`src/rtl/pcie_wr_dma_scheduler.sv`:
```
// Write-DMA scheduler: splits one host descriptor into MWr TLP commands bounded by MPS and 4 KB,
// releasing each only once its data beats are present in the FIFO and not already claimed.
module pcie_wr_dma_scheduler #(
    parameter int MAX_MPS_BYTES = 256,
    parameter int LEVEL_W       = 10
) (
    input  logic               clock,
    input  logic               reset,
    input  logic [63:0]        cfg_addr,
    input  logic [31:0]        cfg_len,
    input  logic [2:0]         cfg_mps_sel,
    input  logic               cfg_start,
    input  logic               cfg_abort,
    input  logic [LEVEL_W-1:0] fifo_level,
    input  logic               fifo_pop,
    output logic               cmd_valid,
    input  logic               cmd_ready,
    output logic [63:0]        cmd_addr,
    output logic [9:0]         cmd_len_dw,
    output logic               cmd_4dw,
    output logic               cmd_last,
    output logic               stat_busy,
    output logic               stat_aborted,
    output logic [15:0]        stat_tlp_cnt,
    output logic               irq_done
);
    typedef enum logic [2:0] {IDLE, CALC, WAIT_DATA, ISSUE, DONE} state_t;

    localparam logic [31:0] MAX_MPS = 32'(MAX_MPS_BYTES);

    state_t             state_q, state_d;
    logic [63:0]        addr_q, addr_d;
    logic [31:0]        rem_q, rem_d;
    logic [12:0]        tlp_bytes_q, tlp_bytes_d;
    logic [LEVEL_W-1:0] beats_q, beats_d;
    logic [LEVEL_W-1:0] reserved_q, reserved_d;
    logic               last_q, last_d;
    logic               abort_pend_q, abort_pend_d;
    logic               busy_q, busy_d;
    logic               aborted_q, aborted_d;
    logic [15:0]        tlp_cnt_q, tlp_cnt_d;

    logic [31:0]        mps_dec, eff_mps, bnd_bytes, calc_bytes;
    logic [LEVEL_W-1:0] calc_beats, need_beats, res_sum;
    logic [LEVEL_W:0]   avail;
    logic               data_ok, hs;
    logic               unused_lsbs;

    assign unused_lsbs = ^{cfg_addr[4:0], cfg_len[4:0]};

    // CALC checks data with the freshly computed size so a ready FIFO skips WAIT_DATA entirely.
    always_comb begin
        case (cfg_mps_sel)
            3'd1:    mps_dec = 32'd256;
            3'd2:    mps_dec = 32'd512;
            default: mps_dec = 32'd128;
        endcase
        eff_mps    = (mps_dec > MAX_MPS) ? MAX_MPS : mps_dec;
        bnd_bytes  = 32'h1000 - {20'd0, addr_q[11:0]};
        calc_bytes = rem_q;
        if (eff_mps < calc_bytes)   calc_bytes = eff_mps;
        if (bnd_bytes < calc_bytes) calc_bytes = bnd_bytes;
        calc_beats = LEVEL_W'(calc_bytes >> 5);
        need_beats = (state_q == CALC) ? calc_beats : beats_q;
        avail      = {1'b0, fifo_level} - {1'b0, reserved_q};
        data_ok    = !avail[LEVEL_W] && (avail[LEVEL_W-1:0] >= need_beats);
        hs         = (state_q == ISSUE) && cmd_ready;
    end

    always_comb begin
        state_d      = state_q;
        addr_d       = addr_q;
        rem_d        = rem_q;
        tlp_bytes_d  = tlp_bytes_q;
        beats_d      = beats_q;
        last_d       = last_q;
        abort_pend_d = abort_pend_q;
        busy_d       = busy_q;
        aborted_d    = aborted_q;
        tlp_cnt_d    = tlp_cnt_q;
        case (state_q)
            IDLE: begin
                if (cfg_start) begin
                    addr_d       = {cfg_addr[63:5], 5'd0};
                    rem_d        = {cfg_len[31:5], 5'd0};
                    tlp_cnt_d    = 16'd0;
                    aborted_d    = 1'b0;
                    abort_pend_d = 1'b0;
                    busy_d       = 1'b1;
                    state_d      = (cfg_len[31:5] == 27'd0) ? DONE : CALC;
                end
            end
            CALC: begin
                tlp_bytes_d = calc_bytes[12:0];
                beats_d     = calc_beats;
                last_d      = (rem_q == calc_bytes);
                if (cfg_abort) begin
                    aborted_d = 1'b1;
                    state_d   = DONE;
                end else begin
                    state_d = data_ok ? ISSUE : WAIT_DATA;
                end
            end
            WAIT_DATA: begin
                if (cfg_abort) begin
                    aborted_d = 1'b1;
                    state_d   = DONE;
                end else if (data_ok) begin
                    state_d = ISSUE;
                end
            end
            ISSUE: begin
                // An abort here must let the offered command finish its handshake first.
                if (cfg_abort) abort_pend_d = 1'b1;
                if (hs) begin
                    addr_d    = addr_q + {51'd0, tlp_bytes_q};
                    rem_d     = rem_q - {19'd0, tlp_bytes_q};
                    tlp_cnt_d = (tlp_cnt_q != 16'hFFFF) ? tlp_cnt_q + 16'd1 : tlp_cnt_q;
                    if (cfg_abort || abort_pend_q) begin
                        aborted_d = 1'b1;
                        state_d   = DONE;
                    end else begin
                        state_d = last_q ? DONE : CALC;
                    end
                end
            end
            DONE:    state_d = IDLE;
            default: state_d = IDLE;
        endcase
        if (state_d == DONE) busy_d = 1'b0;
    end

    // Reservations survive DONE so beats already promised to the packer keep draining.
    always_comb begin
        res_sum    = reserved_q + (hs ? beats_q : '0);
        reserved_d = (fifo_pop && (res_sum != '0)) ? res_sum - 1'b1 : res_sum;
    end

    always_ff @(posedge clock) begin
        if (reset) begin
            state_q      <= IDLE;
            addr_q       <= '0;
            rem_q        <= '0;
            tlp_bytes_q  <= '0;
            beats_q      <= '0;
            reserved_q   <= '0;
            last_q       <= 1'b0;
            abort_pend_q <= 1'b0;
            busy_q       <= 1'b0;
            aborted_q    <= 1'b0;
            tlp_cnt_q    <= '0;
        end else begin
            state_q      <= state_d;
            addr_q       <= addr_d;
            rem_q        <= rem_d;
            tlp_bytes_q  <= tlp_bytes_d;
            beats_q      <= beats_d;
            reserved_q   <= reserved_d;
            last_q       <= last_d;
            abort_pend_q <= abort_pend_d;
            busy_q       <= busy_d;
            aborted_q    <= aborted_d;
            tlp_cnt_q    <= tlp_cnt_d;
        end
    end

    assign cmd_valid    = (state_q == ISSUE);
    assign cmd_addr     = addr_q;
    assign cmd_len_dw   = tlp_bytes_q[11:2];
    assign cmd_4dw      = |addr_q[63:32];
    assign cmd_last     = last_q;
    assign stat_busy    = busy_q;
    assign stat_aborted = aborted_q;
    assign stat_tlp_cnt = tlp_cnt_q;
    assign irq_done     = (state_q == DONE);
endmodule
```
`config.mk`:
```
export PLATFORM = sky130hd
export DESIGN_NAME = pcie_wr_dma_scheduler
export DESIGN_NICKNAME = d
export VERILOG_FILES = /design/src/rtl/pcie_wr_dma_scheduler.sv
export SDC_FILE = /design/constraint.sdc
export NUM_CORES = 1
export LEC_CHECK = 0
export CORE_MARGIN = 8
export CORE_UTILIZATION = 42
export CTS_BUF_LIST = sky130_fd_sc_hd__clkbuf_8
export DETAILED_ROUTE_END_ITERATION = 7
export HOLD_SLACK_MARGIN = 0.12
export PLACE_DENSITY = 0.66
export SYNTH_ARGS = -nofsm -noshare
export SYNTH_HDL_FRONTEND = slang
export SYNTH_SLANG_ARGS = --single-unit
```
`constraint.sdc`:
```
create_clock -name clock -period 15.3 [get_ports clock]
set_clock_uncertainty 0.1 [all_clocks]
set_input_delay 4.59 -clock clock [delete_from_list [all_inputs] [get_ports clock]]
set_output_delay 4.59 -clock clock [all_outputs]
set_load 0.05 [all_outputs]
```
### Word level (Yosys, flattened, before mapping)

Cells that the tools add are included.

* add/sub/neg operators: 7
* reductions and logical operators: 18
* equal/unequal tests: 15
* $lt $le $gt $ge: 4
* muxes and demuxes: 33

Operators by type and width (number)
* $mux 32: 5
* $mux 64: 2
* $pmux 64 s2: 1
* $add 64x13->64: 1
* $lt 32x32->1: 2
* $pmux 32 s2: 1
* $mux 16: 3
* $eq 32x32->1: 1
* $gt 32x9->1 const B: 1
* $pmux 16 s2: 1
* $reduce_or 32->1: 1
* $sub 32x13->32: 1
* $mux 10: 3
* $logic_not 27->1: 1
* $mux 3: 8
* $pmux 10 s2: 1
* $add 16x1->16 const B: 1
* $ne 16x16->1 const B: 1
* $sub 13x12->14 const A: 1
* $pmux 3 s4: 1
* $sub 10x10->11: 1
* $add 10x10->10: 1
* $ge 10x10->1: 1
* $reduce_bool 10->1: 1
* other kinds (20): 36

* logic and storage cells: 88
* flip-flop bits (word level): 152
* input bits: 115

### Logic depth before layout (Yosys ltp)

Gate-level depths: netlist of run 1.

* word-level depth: 16
* mapped depth: 29

### Worst setup path before layout of run 1

Ideal clock, no wire load.

* path type: input port to flip-flop
* start: in cfg_mps_sel[1]
* end: reg state_q[0]
* data arrival time: 9.671 ns
* path slack: 5.413 ns
* stages on the path: 29
* path buffers: 4
* required time: 15.084 ns
* library setup time: 0.116 ns
* cell sequence: xnor2_1 > nor2_1 > inv_1 > ha_1 > or3_1 > a31o_2 > and4b_1 > buf_4 > clkbuf_1 > nand2_1 > o21ai_0 > ha_1 > nand4_1 > or4_1 > a41oi_1 > nor3_1 > buf_2 > buf_2 > a211oi_1 > nor2_1 > ha_1 > nand2b_1 > a21o_1 > a21o_1 > a21o_1 > a21o_1 > a21oi_1 > o21ai_0 > a41o_1

* longest elaborated chain between the ends: 14
* elaborated cells on any way between the ends: 17
* classes of those cells: order compare: 4; eq/ne: 2; mux: 10; reduce/logical: 1

Ends and longest elaborated chain
* from (decl): line 11 `input logic [2:0] cfg_mps_sel,`
* $eq 3x2->1 or $eq 3x1->1 (tied branches): line 53 `case (cfg_mps_sel)`
* $pmux 10 s2 (*): line 53
* $gt 32x9->1: line 58 `eff_mps = (mps_dec > MAX_MPS) ? MAX_MPS : mps_dec;`
* $mux 32 (*): line 58
* $lt 32x32->1: line 61 `if (eff_mps < calc_bytes) calc_bytes = eff_mps;`
* $mux 32 (*): line 61
* $lt 32x32->1: line 62 `if (bnd_bytes < calc_bytes) calc_bytes = bnd_bytes;`
* $mux 32 (*): line 62
* $mux 10 (*)
* $ge 10x10->1 (*): line 66 `data_ok = !avail[LEVEL_W] && (avail[LEVEL_W-1:0] >= need_beats);`
* $logic_and 1x1->1 (*): line 66
* $mux 3 or $mux 1 (tied branches): line 108, 101
* $mux 3 (on tied branches): line 105, 97
* $pmux 3 s4 (*): line 81 `case (state_q)`
* to (signal assigned): line 153 `state_q <= state_d;`
* to (decl): line 31 `state_t state_q, state_d;`

Mark *: on every way between the ends. The rest lies on a longest branch, timed or not.
A chain may end at the register's enable or synchronous reset.

### Worst setup path after layout of run 1

* start: in cfg_mps_sel[0]
* end: reg state_q[0]

The elaborated chain is that of the path after synthesis.

==> impl_metrics.env, run 1 <==
export IMPL_outcome="finished, final reports clean"
export IMPL_syn_area_mm2=0.01140
export IMPL_ctsHtreeMaxLevel=4
export IMPL_cts_root_buffer="clkbuf_8"
export IMPL_seqCellArea_mm2=0.003043
export IMPL_finalHoldViolCount=0
export IMPL_worstPathRequired_ns=15.57
export IMPL_multiInputGateArea_mm2=0.007729
export IMPL_synth_flop_cell="dfxtp_1"
export IMPL_cts_buffers=17
export IMPL_grt_usage_pct=22.47
export IMPL_num_vias=11720
export IMPL_io_buffer_count=200
export IMPL_synth_seq_cells=152
export IMPL_layout_setup_ws_ns=4.609
export IMPL_start_util_pct=42.53
export IMPL_layout_commonest_cell="clkdlybuf4s50_1"
export IMPL_clk_pin_slew_ns=0.10
export IMPL_fmax_mhz=93.54
export IMPL_boundaryPins=211
export IMPL_endpoint_kind="flop"
export IMPL_holdWs_ns=0.3807
export IMPL_ir_drop_mv=0.06364
export IMPL_fin_area_mm2=0.01401
export IMPL_critPathKind="primary input to flop"
export IMPL_worst_slew_pin_slew_ns=0.9677
export IMPL_overflow=0
export IMPL_syn_inst=1478
export IMPL_startpoint_type="primary input"
export IMPL_grt_pass1_vias=11610
export IMPL_fp_coreArea_mm2=0.02680
export IMPL_worst_ep_arrival_time_ns=10.96
export IMPL_p_per_area_mw_per_mm2=108.3
export IMPL_layout_common_cells="clkdlybuf4s50_1, nand2_1, dfxtp_1, nor2_1, a21oi_1"
export IMPL_synth_edf_count=0
export IMPL_cts_resized=0
export IMPL_maxSlewViolCount=0
export IMPL_finalWirelength_um=37400
export IMPL_syn2layout_area_growth_pct=22.88
export IMPL_synth_area_leaders="dfxtp_1, ha_1, nand2_1"
export IMPL_pre_cts_ws_ns=4.171
export IMPL_clk_path_buf_depth=2
export IMPL_first_pass_iters=5
export IMPL_ys_types=76
export IMPL_viasPerCell=5.935
export IMPL_timing_max_cap_violations=0
export IMPL_num_nets_final=1812
export IMPL_min_period_over_period_pct=69.88
export IMPL_grt_pass1_wl_um=60770
export IMPL_cts_hold_buffers=0
export IMPL_cts_setup_buffers=0
export IMPL_worst_path_max_fanout=14
export IMPL_die_y_um=180.7
export IMPL_synthArstFlopShare_pct=0
export IMPL_cts_tree="done"
export IMPL_yosys_area_top_type_share_pct=26.70
export IMPL_rows=60
export IMPL_grt_max_degree=69
export IMPL_yosys_area_top_type="dfxtp_1"
export IMPL_fin_setup_tns_ns=0
export IMPL_routedWlPerCell_um=18.94
export IMPL_setup_violations=0
export IMPL_crit_slowest_cell="a211oi_1"
export IMPL_die_area_mm2=0.03267
export IMPL_drive_above_1_share_pct=4.960
export IMPL_final_util_pct=52.26
export IMPL_slew_headroom_pct=35.49
export IMPL_gp_congestion=0.9000
export IMPL_leakagePower_uw=0.005585
export IMPL_numClockSinks=152
export IMPL_rsz0062_at_grt="no"
export IMPL_filler_cell_count=2623
export IMPL_postPlaceCellArea_mm2=0.01358
export IMPL_cp_slowest_stage_delay_ns=0.64
export IMPL_antenna_found_initial=2
export IMPL_hold_path_class="flop to flop"
export IMPL_drtIter0Drc=827
export IMPL_clock_latency_ns=0.49
export IMPL_detail_route_antenna_nets=0
export IMPL_dieWidth_um=180.7
export IMPL_syn_area_per_cell_um2=7.712
export IMPL_hpwl_um=26460
export IMPL_drc=0
export IMPL_ys_seq_area_share_pct=26.70
export IMPL_period_needed_ns=10.69
export IMPL_yosysWarnings=0
## final cells by class
| cell class | count | area share (%) |
|---|---|---|
| diodes | 1 | 0.01787 |
| clock buffers | 18 | 1.769 |
| well taps | 341 | 3.046 |
| inverters | 65 | 1.742 |
| multi-input cells | 1166 | 55.18 |
| flip-flops and latches | 152 | 21.73 |
| clock inverters | 14 | 1.277 |
| repair buffers | 218 | 15.24 |
## critical path: cells and delay by family
family                     cells  cell delay (ns)
buffers and inverters          2             0.52
xor gates and xnor gates       1             0.13
AOI/OAI and AO/OA             11             2.58
adders and majority gates      3             0.90
and+or+nand+nor                9             2.23
## cell families after synthesis
group / count (synthesis) / share of synthesized area, %
DFF: 152 / 26.70
other: 2 / 0.06589
adders and majority gates: 77 / 8.716
buffers and inverters: 162 / 5.818
muxes: 58 / 5.115
AOI/OAI and AO/OA: 413 / 24.54
xor gates and xnor gates: 61 / 4.687
and+or+nand+nor: 553 / 24.36
## Yosys cell counts (12+ instances only)
master / instances
and3_1: 33
nor2_1: 122
a221oi_1: 29
nand2b_1: 13
inv_1: 64
a21oi_1: 102
clkbuf_1: 80
nand4_1: 36
ha_1: 73
a211oi_1: 28
dfxtp_1: 152
o21ai_0: 67
mux2i_1: 56
a311oi_1: 13
nand3_1: 51
nor3_1: 33
nand2_1: 154
xnor2_1: 27
and2_1: 24
buf_4: 12
a22oi_1: 14
xor2_1: 34
a31oi_1: 24
a21o_1: 33
nor4_1: 22
## where the power goes
| part | total (uW) | leakage [uW] | internal, uW | switching, uW |
|---|---|---|---|---|
| clock network | 345 | 0.000214 | 157 | 188 |
| registers | 494 | 0.00124 | 438 | 56.1 |
| logic | 678 | 0.00413 | 280 | 398 |
| total | 1520 | 0.00559 | 875 | 642 |
## worst paths after layout
kind | startpoint | end | slack, ns | depth (start not counted)
min reg2reg | stat_aborted$_SDFFE_PP0P_ | stat_aborted$_SDFFE_PP0P_ | 0.38 | 2
min | stat_aborted$_SDFFE_PP0P_ | stat_aborted$_SDFFE_PP0P_ | 0.38 | 2
max | cfg_mps_sel[0] | state_q[0]$_SDFF_PP0_ | 4.61 | 26
max reg2reg | rem_q[17]$_SDFFE_PP0P_ | state_q[0]$_SDFF_PP0_ | 8.80 | 21
## stage by stage
step	power (uW)	cells
2_1_floorplan	982.2	1480
3_5_place_dp	1176	1942
4_1_cts	1523	1974
5_1_grt	1622	1975
3_3_place_gp	1165	1942
6_report	1516	1975
## flip-flops by register name, indices dropped and copies added, names as in the netlist, 3 cells and up
| signal | count |
|---|---|
| stat_tlp_cnt | 16 |
| state_q | 3 |
| beats_q | 10 |
| rem_q | 32 |
| cmd_addr | 64 |
| reserved_q | 10 |
| tlp_bytes_q | 13 |
## layer usage
metal  part of all wire (%)  global-route usage (%)  up-vias
met5                  0.027                       0        -
met4                    2.3                   7.011        2
met3                    7.0                   5.777       54
met2                     47                   38.56      356
met1                     43                   27.12     5565
li1                       -                       -     5745
Power figures use the tool's default switching activity.
==> inputs of run 2 (changes only) <==
Clock period 15.3 ns to 10.66 ns, I/O delays scaled along.
==> run 2 against run 1 <==
Net effect:
- die area unchanged
- power rose by 41%
- critical path depth down 1
- worst hold slack gained 0.011 ns
- final cell count barely moved
- clock-buffer cell count unchanged
- register-to-register slack got worse by 4.3 ns
- flip-flop and latch count did not move
- global-route usage decreased by 0.28 points
- worst setup slack got worse by 2.9 ns
- sequential share of layout area grew 0.060 points
- highest routed layer is now met4
==> impl_metrics.env, run 2 (synthesis gave the netlist of run 1 again) <==
export IMPL_pwr_share_comb_pct=45.4
export IMPL_grt_pass1_vias=11330
export IMPL_fin_setup_tns_ns=0
export IMPL_io_buffer_count=200
export IMPL_viasPerCell=5.900
export IMPL_pre_cts_ws_ns=1.229
export IMPL_worstPathRequired_ns=10.92
export IMPL_slew_headroom_pct=28.21
export IMPL_min_period_over_period_pct=84.43
export IMPL_endpoint_kind="flop"
export IMPL_timing_max_cap_violations=0
export IMPL_worst_path_max_fanout=16
export IMPL_gp_congestion=0.8992
export IMPL_largest_reg_flops=64
export IMPL_grt_pass1_wl_um=60110
export IMPL_filler_cell_count=2665
export IMPL_worst_ep_arrival_time_ns=9.26
export IMPL_holdWs_ns=0.3913
export IMPL_post_place_cells=1942
export IMPL_start_util_pct=42.53
export IMPL_worst_slew_pin_slew_ns=1.072
export IMPL_grt_usage_pct=22.19
export IMPL_first_pass_iters=5
export IMPL_leakagePower_uw=0.005555
export IMPL_critPathKind="primary input to flop"
export IMPL_cts_tree="done"
export IMPL_finalWirelength_um=37400
export IMPL_dieWidth_um=180.7
export IMPL_period_needed_ns=9.000
export IMPL_fp_coreArea_mm2=0.02680
export IMPL_layout_commonest_cell="clkdlybuf4s50_1"
export IMPL_layout_setup_ws_ns=1.660
export IMPL_maxSlewViolCount=0
export IMPL_rsz0062_at_grt="no"
export IMPL_r2r_slack_ns=4.54
export IMPL_finalHoldViolCount=0
export IMPL_startpoint_type="primary input"
export IMPL_hpwl_um=26480
export IMPL_grt_max_degree=69
export IMPL_boundaryPins=211
export IMPL_setup_violations=0
export IMPL_cts_setup_buffers=0
export IMPL_routedWlPerCell_um=18.93
export IMPL_detail_route_antenna_nets=0
export IMPL_num_nets_final=1812
export IMPL_layout_common_cells="clkdlybuf4s50_1, nand2_1, dfxtp_1, nor2_1, a21oi_1"
export IMPL_p_int_uw=1224
export IMPL_clock_latency_ns=0.47
export IMPL_cts_root_buffer="clkbuf_8"
export IMPL_drive_above_1_share_pct=4.902
export IMPL_ctsHtreeMaxLevel=4
export IMPL_p_per_area_mw_per_mm2=152.6
export IMPL_die_y_um=180.7
export IMPL_numClockSinks=152
export IMPL_clk_path_buf_depth=2
export IMPL_swShare_pct=42.58
export IMPL_num_vias=11660
export IMPL_fmax_mhz=111.1
export IMPL_power_uw=2131
export IMPL_clk_pin_slew_ns=0.09
export IMPL_rows=60
export IMPL_cts_resized=0
export IMPL_pwr_share_clk_pct=21.3
export IMPL_ir_drop_mv=0.08509
export IMPL_hold_path_class="flop to flop"
export IMPL_power_frac_seq_pct=33.3
export IMPL_drc=0
export IMPL_fin_cells=1976
export IMPL_cts_buffers=17
export IMPL_outcome="finished, final reports clean"
export IMPL_drtIter0Drc=729
export IMPL_syn2layout_area_growth_pct=22.54
export IMPL_cts_hold_buffers=0
export IMPL_antenna_found_initial=3
export IMPL_p_sw_uw=907.4
export IMPL_die_area_mm2=0.03267
export IMPL_overflow=0
## run 2: final timing paths
kind	depth (start not counted)	end	startpoint
worst max-delay path	25	state_q[0]$_SDFF_PP0_	cfg_mps_sel[1]
worst max register to register	20	state_q[0]$_SDFF_PP0_	rem_q[17]$_SDFFE_PP0P_
worst min-delay path	2	stat_aborted$_SDFFE_PP0P_	stat_aborted$_SDFFE_PP0P_
worst min register to register	2	stat_aborted$_SDFFE_PP0P_	stat_aborted$_SDFFE_PP0P_
## run 2: layout make-up
| type | instances | area, um^2 | share of cell area, % |
|---|---|---|---|
| Clock inverter | 13 | 135.1 | 0.9675 |
| Sequential cell | 152 | 3043 | 21.79 |
| Timing Repair Buffer | 218 | 2135 | 15.28 |
| Inverter | 65 | 244.0 | 1.747 |
| Multi-Input combinational cell | 1166 | 7729 | 55.33 |
| Tap cell | 341 | 426.7 | 3.055 |
| Antenna cell | 3 | 7.507 | 0.05375 |
| Clock buffer | 18 | 247.7 | 1.774 |
## run 2: routing by layer
metal	vias to the layer above	part of all wire (%)	track usage [%]
met4	0	2.0	7.044
met5	-	0	0
met2	314	47	37.84
met1	5557	44	27.20
met3	48	6.3	5.236
li1	5740	-	-
## run 2: power by group through the flow
stage	Clock, uW	Combinational (uW)	Sequential, uW
final	453	969	709
after global routing	487	1070	720
after CTS	466	970	709
after detailed placement	0	965	721
after global placement	0	953	719
after floorplan	0	635	774
## run 2: stage by stage
| step | instance area (um^2) | utilization (%) |
|---|---|---|
| 2_1_floorplan | 11410 | - |
| 3_3_place_gp | 13580 | 50.66 |
| 3_5_place_dp | 13580 | 50.66 |
| 4_1_cts | 13960 | 52.09 |
| 5_1_grt | 13970 | 52.11 |
| 6_report | 13970 | 52.11 |
## run 2: critical path, cell delays in order
cell and delay (ns):
clkdlybuf4s50_1 0.42, xnor2_1 0.13, nor2_1 0.33, inv_1 0.11
ha_1 0.28, nor4b_1 0.23, a31o_2 0.21, and4b_1 0.51
o21ai_0 0.25, ha_1 0.34, nand4_1 0.13, or4_1 0.51
a41oi_1 0.27, nor3_2 0.15, buf_4 0.22, a221o_1 0.38
o21ai_0 0.13, ha_1 0.27, a21o_1 0.16, a21o_1 0.17
a21o_1 0.17, a21o_1 0.17, a21oi_1 0.18, o21ai_0 0.10
a41o_1 0.23
==> inputs of run 3 (changes only) <==
Clock period 10.66 ns to 9.4 ns, I/O delays scaled along.
==> run 3 against run 2 <==
Net effect:
- global-route usage grew 0.39 points
- highest routed layer is now met5
- critical endpoint unchanged
- die area unchanged
- worst hold slack lost 0.0055 ns
- via count rose by 0.87%
- final cell count is 0.10% higher
- critical path type unchanged
==> impl_metrics.env, run 3 (synthesis gave the netlist of run 1 again) <==
export IMPL_start_util_pct=42.53
export IMPL_ctsHtreeMaxLevel=4
export IMPL_first_pass_iters=5
export IMPL_fin_area_mm2=0.01403
export IMPL_power_uw=2479
export IMPL_fin_cells=1978
export IMPL_die_y_um=180.7
export IMPL_cts_setup_buffers=0
export IMPL_antenna_found_initial=3
export IMPL_num_nets_final=1814
export IMPL_layout_commonest_cell="clkdlybuf4s50_1"
export IMPL_grt_pass1_vias=11220
export IMPL_p_per_area_mw_per_mm2=176.8
export IMPL_boundaryPins=211
export IMPL_startpoint_type="primary input"
export IMPL_cts_resized=0
export IMPL_worstPathRequired_ns=9.67
export IMPL_layout_setup_ws_ns=0.8732
export IMPL_io_buffer_count=200
export IMPL_r2r_slack_ns=3.18
export IMPL_filler_cell_count=2613
export IMPL_viasPerCell=5.945
export IMPL_r2r_end="state_q[0]$_SDFF_PP0_"
export IMPL_largest_reg_flops=64
export IMPL_cts_tree="done"
export IMPL_grt_pass1_wl_um=60910
export IMPL_clk_pin_slew_ns=0.10
export IMPL_cts_root_buffer="clkbuf_8"
export IMPL_routedWlPerCell_um=19.06
export IMPL_hold_path_class="flop to flop"
export IMPL_drc=0
export IMPL_layout_common_cells="clkdlybuf4s50_1, nand2_1, dfxtp_1, nor2_1, a21oi_1"
export IMPL_fp_coreArea_mm2=0.02680
export IMPL_postPlaceCellArea_mm2=0.01359
export IMPL_hpwl_um=26720
export IMPL_period_needed_ns=8.527
export IMPL_dieWidth_um=180.7
export IMPL_cts_buffers=17
export IMPL_min_period_over_period_pct=90.71
export IMPL_leakagePower_uw=0.005603
export IMPL_pre_cts_ws_ns=0.4711
export IMPL_gp_congestion=0.8968
export IMPL_outcome="finished, final reports clean"
export IMPL_grt_usage_pct=22.58
export IMPL_slew_headroom_pct=30.16
export IMPL_reg2reg_depth=20
export IMPL_num_vias=11760
export IMPL_drtIter0Drc=869
export IMPL_maxSlewViolCount=0
export IMPL_setup_violations=0
export IMPL_worst_slew_pin_slew_ns=1.043
export IMPL_syn2layout_area_growth_pct=23.06
export IMPL_r2r_start="rem_q[16]$_SDFFE_PP0P_"
export IMPL_timing_max_cap_violations=0
export IMPL_worst_ep_arrival_time_ns=8.79
export IMPL_rsz0062_at_grt="no"
export IMPL_ir_drop_mv=0.09501
export IMPL_min_to="stat_aborted$_SDFFE_PP0P_"
export IMPL_endpoint_kind="flop"
export IMPL_post_place_cells=1944
export IMPL_rows=60
export IMPL_detail_route_antenna_nets=0
export IMPL_fin_setup_tns_ns=0
export IMPL_clk_path_buf_depth=2
export IMPL_grt_max_degree=69
export IMPL_hold_start="stat_aborted$_SDFFE_PP0P_"
export IMPL_overflow=0
export IMPL_holdPathStages=2
export IMPL_finalWirelength_um=37700
export IMPL_fmax_mhz=117.3
export IMPL_numClockSinks=152
export IMPL_clock_latency_ns=0.47
export IMPL_worst_path_max_fanout=14
export IMPL_finalHoldViolCount=0
export IMPL_drive_above_1_share_pct=5.076
export IMPL_critPathKind="primary input to flop"
export IMPL_cts_hold_buffers=0
export IMPL_die_area_mm2=0.03267
-- run 3: worst max-delay path by stage --
stage	start	endpoint	cells after the start
final	cfg_mps_sel[0]	state_q[0]$_SDFF_PP0_	25
after global routing	cfg_mps_sel[0]	state_q[0]$_SDFF_PP0_	25
after CTS	cfg_mps_sel[0]	state_q[0]$_SDFF_PP0_	25
after detailed placement	cfg_mps_sel[0]	state_q[0]$_SDFF_PP0_	25
after global placement	cfg_mps_sel[1]	state_q[0]$_SDFF_PP0_	25
after floorplan	cfg_mps_sel[1]	state_q[0]$_SDFF_PP0_	29
-- run 3: critical path, stage by stage --
cell and delay [ns]:
clkdlybuf4s50_1 0.41, xnor2_1 0.13, nor2_1 0.19, inv_1 0.09, ha_1 0.27, nor4b_1 0.23
a31o_2 0.20, and4b_1 0.53, o21ai_0 0.25, ha_1 0.34, nand4_1 0.12, or4_1 0.52
a41oi_1 0.28, nor3_2 0.18, buf_4 0.22, a221o_1 0.38, o21ai_0 0.13, ha_1 0.27
a21o_1 0.15, a21o_1 0.18, a21o_1 0.18, a21o_1 0.18, a21oi_1 0.18, o21ai_0 0.12
a41o_1 0.23
-- run 3: final cells by class --
| type | count | area, um^2 | share of cell area [%] |
|---|---|---|---|
| Timing Repair Buffer | 220 | 2150 | 15.32 |
| Clock buffer | 17 | 234.0 | 1.668 |
| Tap cell | 341 | 426.7 | 3.042 |
| Multi-Input combinational cell | 1166 | 7729 | 55.10 |
| Sequential cell | 152 | 3043 | 21.69 |
| Clock inverter | 15 | 196.4 | 1.400 |
| Antenna cell | 2 | 5.005 | 0.03568 |
| Inverter | 65 | 244.0 | 1.739 |
-- run 3: through the flow --
| stage | hold slack (ns) | utilization [%] |
|---|---|---|
| after floorplan | 0.3655 | - |
| after global placement | 0.3540 | 50.71 |
| after detailed placement | 0.3656 | 50.71 |
| after CTS | 0.3914 | 52.32 |
| after global routing | 0.4285 | 52.34 |
| final | 0.3858 | 52.34 |
-- run 3: power breakdown --
| group | internal, uW | switching, uW | total, uW |
|---|---|---|---|
| registers | 712 | 92.1 | 805 |
| clock network | 254 | 317 | 570 |
| logic | 454 | 650 | 1100 |
| total | 1420 | 1060 | 2480 |
-- run 3: layer usage --
| layer | GRT usage (%) | vias up | part of all wire [%] |
|---|---|---|---|
| met1 | 28.23 | 5627 | 44 |
| met5 | 0 | - | 0.034 |
| li1 | - | 5743 | - |
| met2 | 37.99 | 346 | 47 |
| met4 | 6.614 | 2 | 1.8 |
| met3 | 5.436 | 42 | 6.5 |
